$ cat src/rtl/dev_bus_arbiter_if.sv
// rtl/dev_bus_arbiter_if.sv - two-master request/ack and device bus bundle for dev_bus_arbiter
interface dev_bus_arbiter_if;
    logic        m0_req;
    logic        m0_we;
    logic [31:0] m0_addr;
    logic [31:0] m0_wd;
    logic        m0_ack;
    logic [31:0] m0_rd;

    logic        m1_req;
    logic        m1_we;
    logic [31:0] m1_addr;
    logic [31:0] m1_wd;
    logic        m1_ack;
    logic [31:0] m1_rd;

    logic [31:0] bus_addr;
    logic [31:0] bus_wd;
    logic        bus_we;
    logic [31:0] bus_rd;

    logic        busy;
    logic        gnt;

    // Arbiter side: takes requests and bridge read data, drives acks and the bus
    modport slave (
        input  m0_req, m0_we, m0_addr, m0_wd,
        input  m1_req, m1_we, m1_addr, m1_wd,
        input  bus_rd,
        output m0_ack, m0_rd, m1_ack, m1_rd,
        output bus_addr, bus_wd, bus_we,
        output busy, gnt
    );

    // Requester/bridge side: the mirror image
    modport master (
        output m0_req, m0_we, m0_addr, m0_wd,
        output m1_req, m1_we, m1_addr, m1_wd,
        output bus_rd,
        input  m0_ack, m0_rd, m1_ack, m1_rd,
        input  bus_addr, bus_wd, bus_we,
        input  busy, gnt
    );
endinterface

$ cat src/rtl/dev_bus_arbiter.sv
// rtl/dev_bus_arbiter.sv - two-master device bus arbiter/sequencer; ARB_FIXED_PRI_EN selects fixed m0 priority
module dev_bus_arbiter #(
    parameter int WAIT = 1
) (
    input  logic             clk,
    input  logic             rst,
    dev_bus_arbiter_if.slave dbus
);
    typedef enum logic [1:0] {
        IDLE = 2'd0,
        ACC  = 2'd1,
        DONE = 2'd2
    } state_t;

    localparam logic [3:0] WAIT_CNT = 4'(WAIT);

    state_t      state;
    logic [3:0]  cnt;
    logic        lat_we;
    logic        win;
    logic        any_req;
    logic        busy_q;
    logic        gnt_q;
    logic        bus_we_q;
    logic [31:0] bus_addr_q;
    logic [31:0] bus_wd_q;
    logic        m0_ack_q;
    logic        m1_ack_q;
    logic [31:0] m0_rd_q;
    logic [31:0] m1_rd_q;

    assign any_req = dbus.m0_req | dbus.m1_req;

`ifdef ARB_FIXED_PRI_EN
    // Fixed priority: master 1 only wins when the CPU is not asking
    always_comb begin
        win = !dbus.m0_req;
    end
`else
    logic ptr;

    // Round-robin: on contention the master that did not own the last access wins
    always_comb begin
        if (dbus.m0_req && dbus.m1_req) begin
            win = !ptr;
        end else begin
            win = !dbus.m0_req;
        end
    end

    // Last-owner pointer, reset to 1 so the CPU takes the first contention
    always_ff @(posedge clk or negedge rst) begin
        if (!rst) begin
            ptr <= 1'b1;
        end else if (state == IDLE && any_req) begin
            ptr <= win;
        end
    end
`endif

    // Access sequencer: latch the winner, hold the bus for WAIT+1 cycles, pulse ack
    always_ff @(posedge clk or negedge rst) begin
        if (!rst) begin
            state      <= IDLE;
            cnt        <= 4'd0;
            lat_we     <= 1'b0;
            busy_q     <= 1'b0;
            gnt_q      <= 1'b0;
            bus_we_q   <= 1'b0;
            bus_addr_q <= 32'd0;
            bus_wd_q   <= 32'd0;
            m0_ack_q   <= 1'b0;
            m1_ack_q   <= 1'b0;
            m0_rd_q    <= 32'd0;
            m1_rd_q    <= 32'd0;
        end else begin
            case (state)
                IDLE: begin
                    if (any_req) begin
                        state      <= ACC;
                        cnt        <= WAIT_CNT;
                        busy_q     <= 1'b1;
                        gnt_q      <= win;
                        lat_we     <= win ? dbus.m1_we   : dbus.m0_we;
                        bus_we_q   <= win ? dbus.m1_we   : dbus.m0_we;
                        bus_addr_q <= win ? dbus.m1_addr : dbus.m0_addr;
                        bus_wd_q   <= win ? dbus.m1_wd   : dbus.m0_wd;
                    end
                end
                ACC: begin
                    // Devices must see exactly one write strobe per access
                    bus_we_q <= 1'b0;
                    if (cnt == 4'd0) begin
                        state      <= DONE;
                        bus_addr_q <= 32'd0;
                        bus_wd_q   <= 32'd0;
                        if (!lat_we) begin
                            if (gnt_q) begin
                                m1_rd_q <= dbus.bus_rd;
                            end else begin
                                m0_rd_q <= dbus.bus_rd;
                            end
                        end
                        if (gnt_q) begin
                            m1_ack_q <= 1'b1;
                        end else begin
                            m0_ack_q <= 1'b1;
                        end
                    end else begin
                        cnt <= cnt - 4'd1;
                    end
                end
                DONE: begin
                    state    <= IDLE;
                    busy_q   <= 1'b0;
                    m0_ack_q <= 1'b0;
                    m1_ack_q <= 1'b0;
                end
                default: begin
                    state <= IDLE;
                end
            endcase
        end
    end

    assign dbus.busy     = busy_q;
    assign dbus.gnt      = gnt_q;
    assign dbus.bus_we   = bus_we_q;
    assign dbus.bus_addr = bus_addr_q;
    assign dbus.bus_wd   = bus_wd_q;
    assign dbus.m0_ack   = m0_ack_q;
    assign dbus.m1_ack   = m1_ack_q;
    assign dbus.m0_rd    = m0_rd_q;
    assign dbus.m1_rd    = m1_rd_q;
endmodule
$ cat src/flat_wrapper.sv
// flat-port wrapper written by rule: the top's interface ports become plain ports
module dev_bus_arbiter_flat 
#(
    parameter int WAIT = 1
)
  (clk, rst, dbus_m0_req, dbus_m0_we, dbus_m0_addr, dbus_m0_wd, dbus_m1_req, dbus_m1_we, dbus_m1_addr, dbus_m1_wd, dbus_bus_rd, dbus_m0_ack, dbus_m0_rd, dbus_m1_ack, dbus_m1_rd, dbus_bus_addr, dbus_bus_wd, dbus_bus_we, dbus_busy, dbus_gnt);
  dev_bus_arbiter_if dbus_i ();
  input  logic clk;
  input  logic rst;
  input wire logic [$bits(dbus_i.m0_req)-1:0] dbus_m0_req;
  input wire logic [$bits(dbus_i.m0_we)-1:0] dbus_m0_we;
  input wire logic [$bits(dbus_i.m0_addr)-1:0] dbus_m0_addr;
  input wire logic [$bits(dbus_i.m0_wd)-1:0] dbus_m0_wd;
  input wire logic [$bits(dbus_i.m1_req)-1:0] dbus_m1_req;
  input wire logic [$bits(dbus_i.m1_we)-1:0] dbus_m1_we;
  input wire logic [$bits(dbus_i.m1_addr)-1:0] dbus_m1_addr;
  input wire logic [$bits(dbus_i.m1_wd)-1:0] dbus_m1_wd;
  input wire logic [$bits(dbus_i.bus_rd)-1:0] dbus_bus_rd;
  output wire logic [$bits(dbus_i.m0_ack)-1:0] dbus_m0_ack;
  output wire logic [$bits(dbus_i.m0_rd)-1:0] dbus_m0_rd;
  output wire logic [$bits(dbus_i.m1_ack)-1:0] dbus_m1_ack;
  output wire logic [$bits(dbus_i.m1_rd)-1:0] dbus_m1_rd;
  output wire logic [$bits(dbus_i.bus_addr)-1:0] dbus_bus_addr;
  output wire logic [$bits(dbus_i.bus_wd)-1:0] dbus_bus_wd;
  output wire logic [$bits(dbus_i.bus_we)-1:0] dbus_bus_we;
  output wire logic [$bits(dbus_i.busy)-1:0] dbus_busy;
  output wire logic [$bits(dbus_i.gnt)-1:0] dbus_gnt;
  assign dbus_i.m0_req = dbus_m0_req;
  assign dbus_i.m0_we = dbus_m0_we;
  assign dbus_i.m0_addr = dbus_m0_addr;
  assign dbus_i.m0_wd = dbus_m0_wd;
  assign dbus_i.m1_req = dbus_m1_req;
  assign dbus_i.m1_we = dbus_m1_we;
  assign dbus_i.m1_addr = dbus_m1_addr;
  assign dbus_i.m1_wd = dbus_m1_wd;
  assign dbus_i.bus_rd = dbus_bus_rd;
  assign dbus_m0_ack = dbus_i.m0_ack;
  assign dbus_m0_rd = dbus_i.m0_rd;
  assign dbus_m1_ack = dbus_i.m1_ack;
  assign dbus_m1_rd = dbus_i.m1_rd;
  assign dbus_bus_addr = dbus_i.bus_addr;
  assign dbus_bus_wd = dbus_i.bus_wd;
  assign dbus_bus_we = dbus_i.bus_we;
  assign dbus_busy = dbus_i.busy;
  assign dbus_gnt = dbus_i.gnt;
  dev_bus_arbiter #(.WAIT(WAIT)) u_core (.clk(clk), .rst(rst), .dbus(dbus_i));
endmodule
$ cat config.mk
export PLATFORM = sky130hd
export DESIGN_NAME = dev_bus_arbiter_flat
export DESIGN_NICKNAME = d
export VERILOG_FILES = /design/src/rtl/dev_bus_arbiter_if.sv /design/src/rtl/dev_bus_arbiter.sv /design/src/flat_wrapper.sv
export SDC_FILE = /design/constraint.sdc
export NUM_CORES = 1
export LEC_CHECK = 0
export CELL_PAD_IN_SITES_DETAIL_PLACEMENT = 1
export CELL_PAD_IN_SITES_GLOBAL_PLACEMENT = 2
export CORE_MARGIN = 2
export CORE_UTILIZATION = 28
export DETAILED_ROUTE_END_ITERATION = 10
export PLACE_DENSITY_LB_ADDON = 0.25
export SYNTH_ARGS = -nofsm -noshare
export SYNTH_HDL_FRONTEND = slang
export SYNTH_SLANG_ARGS = --single-unit
$ cat constraint.sdc
create_clock -name clk -period 4.2 [get_ports clk]
set_input_delay 0.84 -clock clk [delete_from_list [all_inputs] [get_ports clk]]
set_output_delay 0.84 -clock clk [all_outputs]
set_load 0.005 [all_outputs]
==> qor.yml <==
status: "finished clean"
core_area_mm2: 0.02196
path_class: "reg -> reg"
gp_congestion: 0.7711
cts_sinks: 141
synthDistinctLibCells: 37
synth-seq-cells: 141
finish.instance_area_mm2: 0.01011
p_per_area_mw_per_mm2: 692.9
maxClockFrequency_ghz: 0.3683
first_global_vias: 5368
cts_buffer_depth: 2
cp_cell_sequence: "inv_1 > ha_1 > nand2_1 > nor4_2 > nor2b_4 > mux2_2"
hold_viol: 0
cpMaxStageDelayCell: "nor2b_4"
via_per_inst: 4.715
post-route-min-period_ns: 2.715
critical_path.startpoint_type: "flip-flop"
vias: 4790
wire_per_inst_um: 19.86
first_pass_iters: 4
finalPower_w: 0.007009
grt_setup_unrepaired: "false"
grtUsageTotal: 0.1715
cts.htree.levels: 4
cts-root-buf: "clkbuf_16"
cpLargestDelayFamily: "simple AND/OR/NAND/NOR gates"
tightest_slew_ns: 1.016
drt-initial-drc-count: 143
synth-seq-area-share: 0.5613
maxSlewHeadroom: 0.3214
mostFrequentLayoutCells: "clkdlybuf4s50_1, dfrtp_1, mux2_2, mux2i_1, o2bb2ai_1"
vdd.ir_drop.worst_mv: 0.2739
fp.dieW_um: 153.9
post_cts_buffers: 0
setup_viol: 0
cts_tree: "done"
antenna_found_initial: 2
grt_pass1_wl_um: 31230
layout.cells.most_common: "clkdlybuf4s50_1"
dpl.cell_count: 984
dieHeight_um: 153.9
gr-total-overflow: 0
cts_buffers: 17
insertion_delay_ns: 0.42
fin_skew_ns: 0.01075
dp_hpwl_um: 15060
synth-edff-count: 0
critPathMaxFanout: 32
syn_inst: 431
grt_max_degree: 91
layout.cells.non_filler: 1016
drive_gt1_frac: 0.1984
cp.required_ns: 4.50
cp_slowest_stage_delay_ns: 0.88
clkTransAtPathRegs_ns: 0.07
period_share: 0.6465
post_cts_resize_count: 0
syn_area_mm2: 0.006289
initial_core_util: 0.2864
dieArea_mm2: 0.02367
cts_hold_buf: 0
synth_warnings: 0
finalSetupTns_ns: 0
worst-endpoint-arrival_ns: 3.01
ios: 299
power_leakage_nw: 4.277
area_growth_syn_to_layout_pct: 60.84
rows: 54
hold_path_class: "in -> async"
synthesis.nets: 603
synth.avg_cell_area_um2: 14.59
timing.final.max_slew_violations: 0
place_area_mm2: 0.009518
n_fill_cell: 2255
antennaDiodeCount: 0
critPathBufInv: 1
finish.utilization: 0.4606
postRouteAntennaNets: 0
portBuffers: 298
drc: 0
synth_flop_cell: "dfrtp_1"
cp-end-kind: "flip-flop"
synthArstFlopShare: 1.000
maxCapViolations: 0
wirelength_um: 20180
fin_nets: 895
[flip-flops by register name (all words and copies together) (netlist names)]
signal                cells
u_core.dbus.m1_rd        32
u_core.dbus.gnt           1
u_core.dbus.bus_wd       32
u_core.lat_we             1
u_core.cnt                4
u_core.dbus.m0_ack        1
u_core.dbus.busy          1
u_core.dbus.bus_we        1
u_core.dbus.m0_rd        32
u_core.dbus.m1_ack        1
u_core.dbus.bus_addr     32
u_core.state              2
u_core.ptr                1
[kinds of logic (layout without fill, tap and decap cells)]
group                    count (synthesis)  in the layout  synth area share
AO/OA/AOI/OAI                           84             84            0.1395
adder cells (fa/ha/maj)                  6              6           0.01194
buffers and inverters                   37            342           0.03800
flip-flops                             141            141            0.5613
multiplexers                           131            131            0.2218
AND/OR/NAND/NOR                         32             32           0.02746
[through the flow]
| stage | setup WS (ns) | hold WS (ns) |
|---|---|---|
| after floorplan | 2.226 | 0.4662 |
| after global placement | 1.198 | 0.4726 |
| after detailed placement | 1.112 | 0.4792 |
| after CTS | 1.439 | 0.4934 |
| after global routing | 1.275 | 0.4998 |
| final | 1.485 | 0.4714 |
[cell type report]
class | instances | area (µm²) | area share
inverter | 6 | 22.52 | 0.002227
sequential | 141 | 3530 | 0.3490
timing repair buffer | 304 | 3079 | 0.3044
clock inverter | 14 | 157.7 | 0.01559
tap | 280 | 350.3 | 0.03464
multi-input combinational | 253 | 2536 | 0.2507
clock buffer | 18 | 439.2 | 0.04342
[synth_stat cells, drive strengths merged, types with 4 or more instances]
cell type | count | area share
a21oi | 4 | 0.0038
buf | 27 | 0.032
clkbuf | 4 | 0.0026
dfrtp | 140 | 0.56
ha | 6 | 0.012
inv | 6 | 0.0036
mux2 | 67 | 0.12
mux2i | 64 | 0.10
nand2 | 10 | 0.0064
nand3 | 4 | 0.0032
nor2 | 6 | 0.0040
o21ai | 7 | 0.0056
o2bb2ai | 63 | 0.12
[path summary, 6_finish.rpt]
path                                              startpoint  slack (ns)                                 to  cells past startpoint
setup / recovery                 u_core.state[1]$_DFFE_PN0P_        1.48  u_core.dbus.m0_rd[22]$_DFFE_PN0P_                      6
hold / removal                                           rst        0.47  u_core.dbus.m0_rd[12]$_DFFE_PN0P_                      1
setup reg to reg                 u_core.state[1]$_DFFE_PN0P_        1.48  u_core.dbus.m0_rd[22]$_DFFE_PN0P_                      6
hold reg to reg            u_core.dbus.bus_wd[2]$_DFFE_PN0P_        0.49  u_core.dbus.bus_wd[2]$_DFFE_PN0P_                      1
max in group asynchronous                                rst        2.87  u_core.dbus.m0_rd[27]$_DFFE_PN0P_                      2
min in group clk           u_core.dbus.bus_wd[2]$_DFFE_PN0P_        0.49  u_core.dbus.bus_wd[2]$_DFFE_PN0P_                      1
[routing by layer]
layer  up-vias  track usage  routed length, µm
li1       2187            -                  -
met1      2374       0.2001               8323
met2       207       0.2831               9525
met3        18      0.08568               2120
met4         4      0.04139                180
met5         -            0                 31
[worst reg2reg max path: cells and delay by family, from the launching register on]
family | cells | cell delay, ns
buffers and inverters | 1 | 0.14
DFF | 1 | 0.40
adders and majority gates | 1 | 0.37
and+or+nand+nor | 3 | 1.24
muxes | 1 | 0.45
[where the power goes]
group          switching (W)  internal [W]
Sequential          0.000376       0.00198
Clock               0.000620      0.000901
Combinational        0.00127       0.00186
Power figures use the tool's default switching activity.
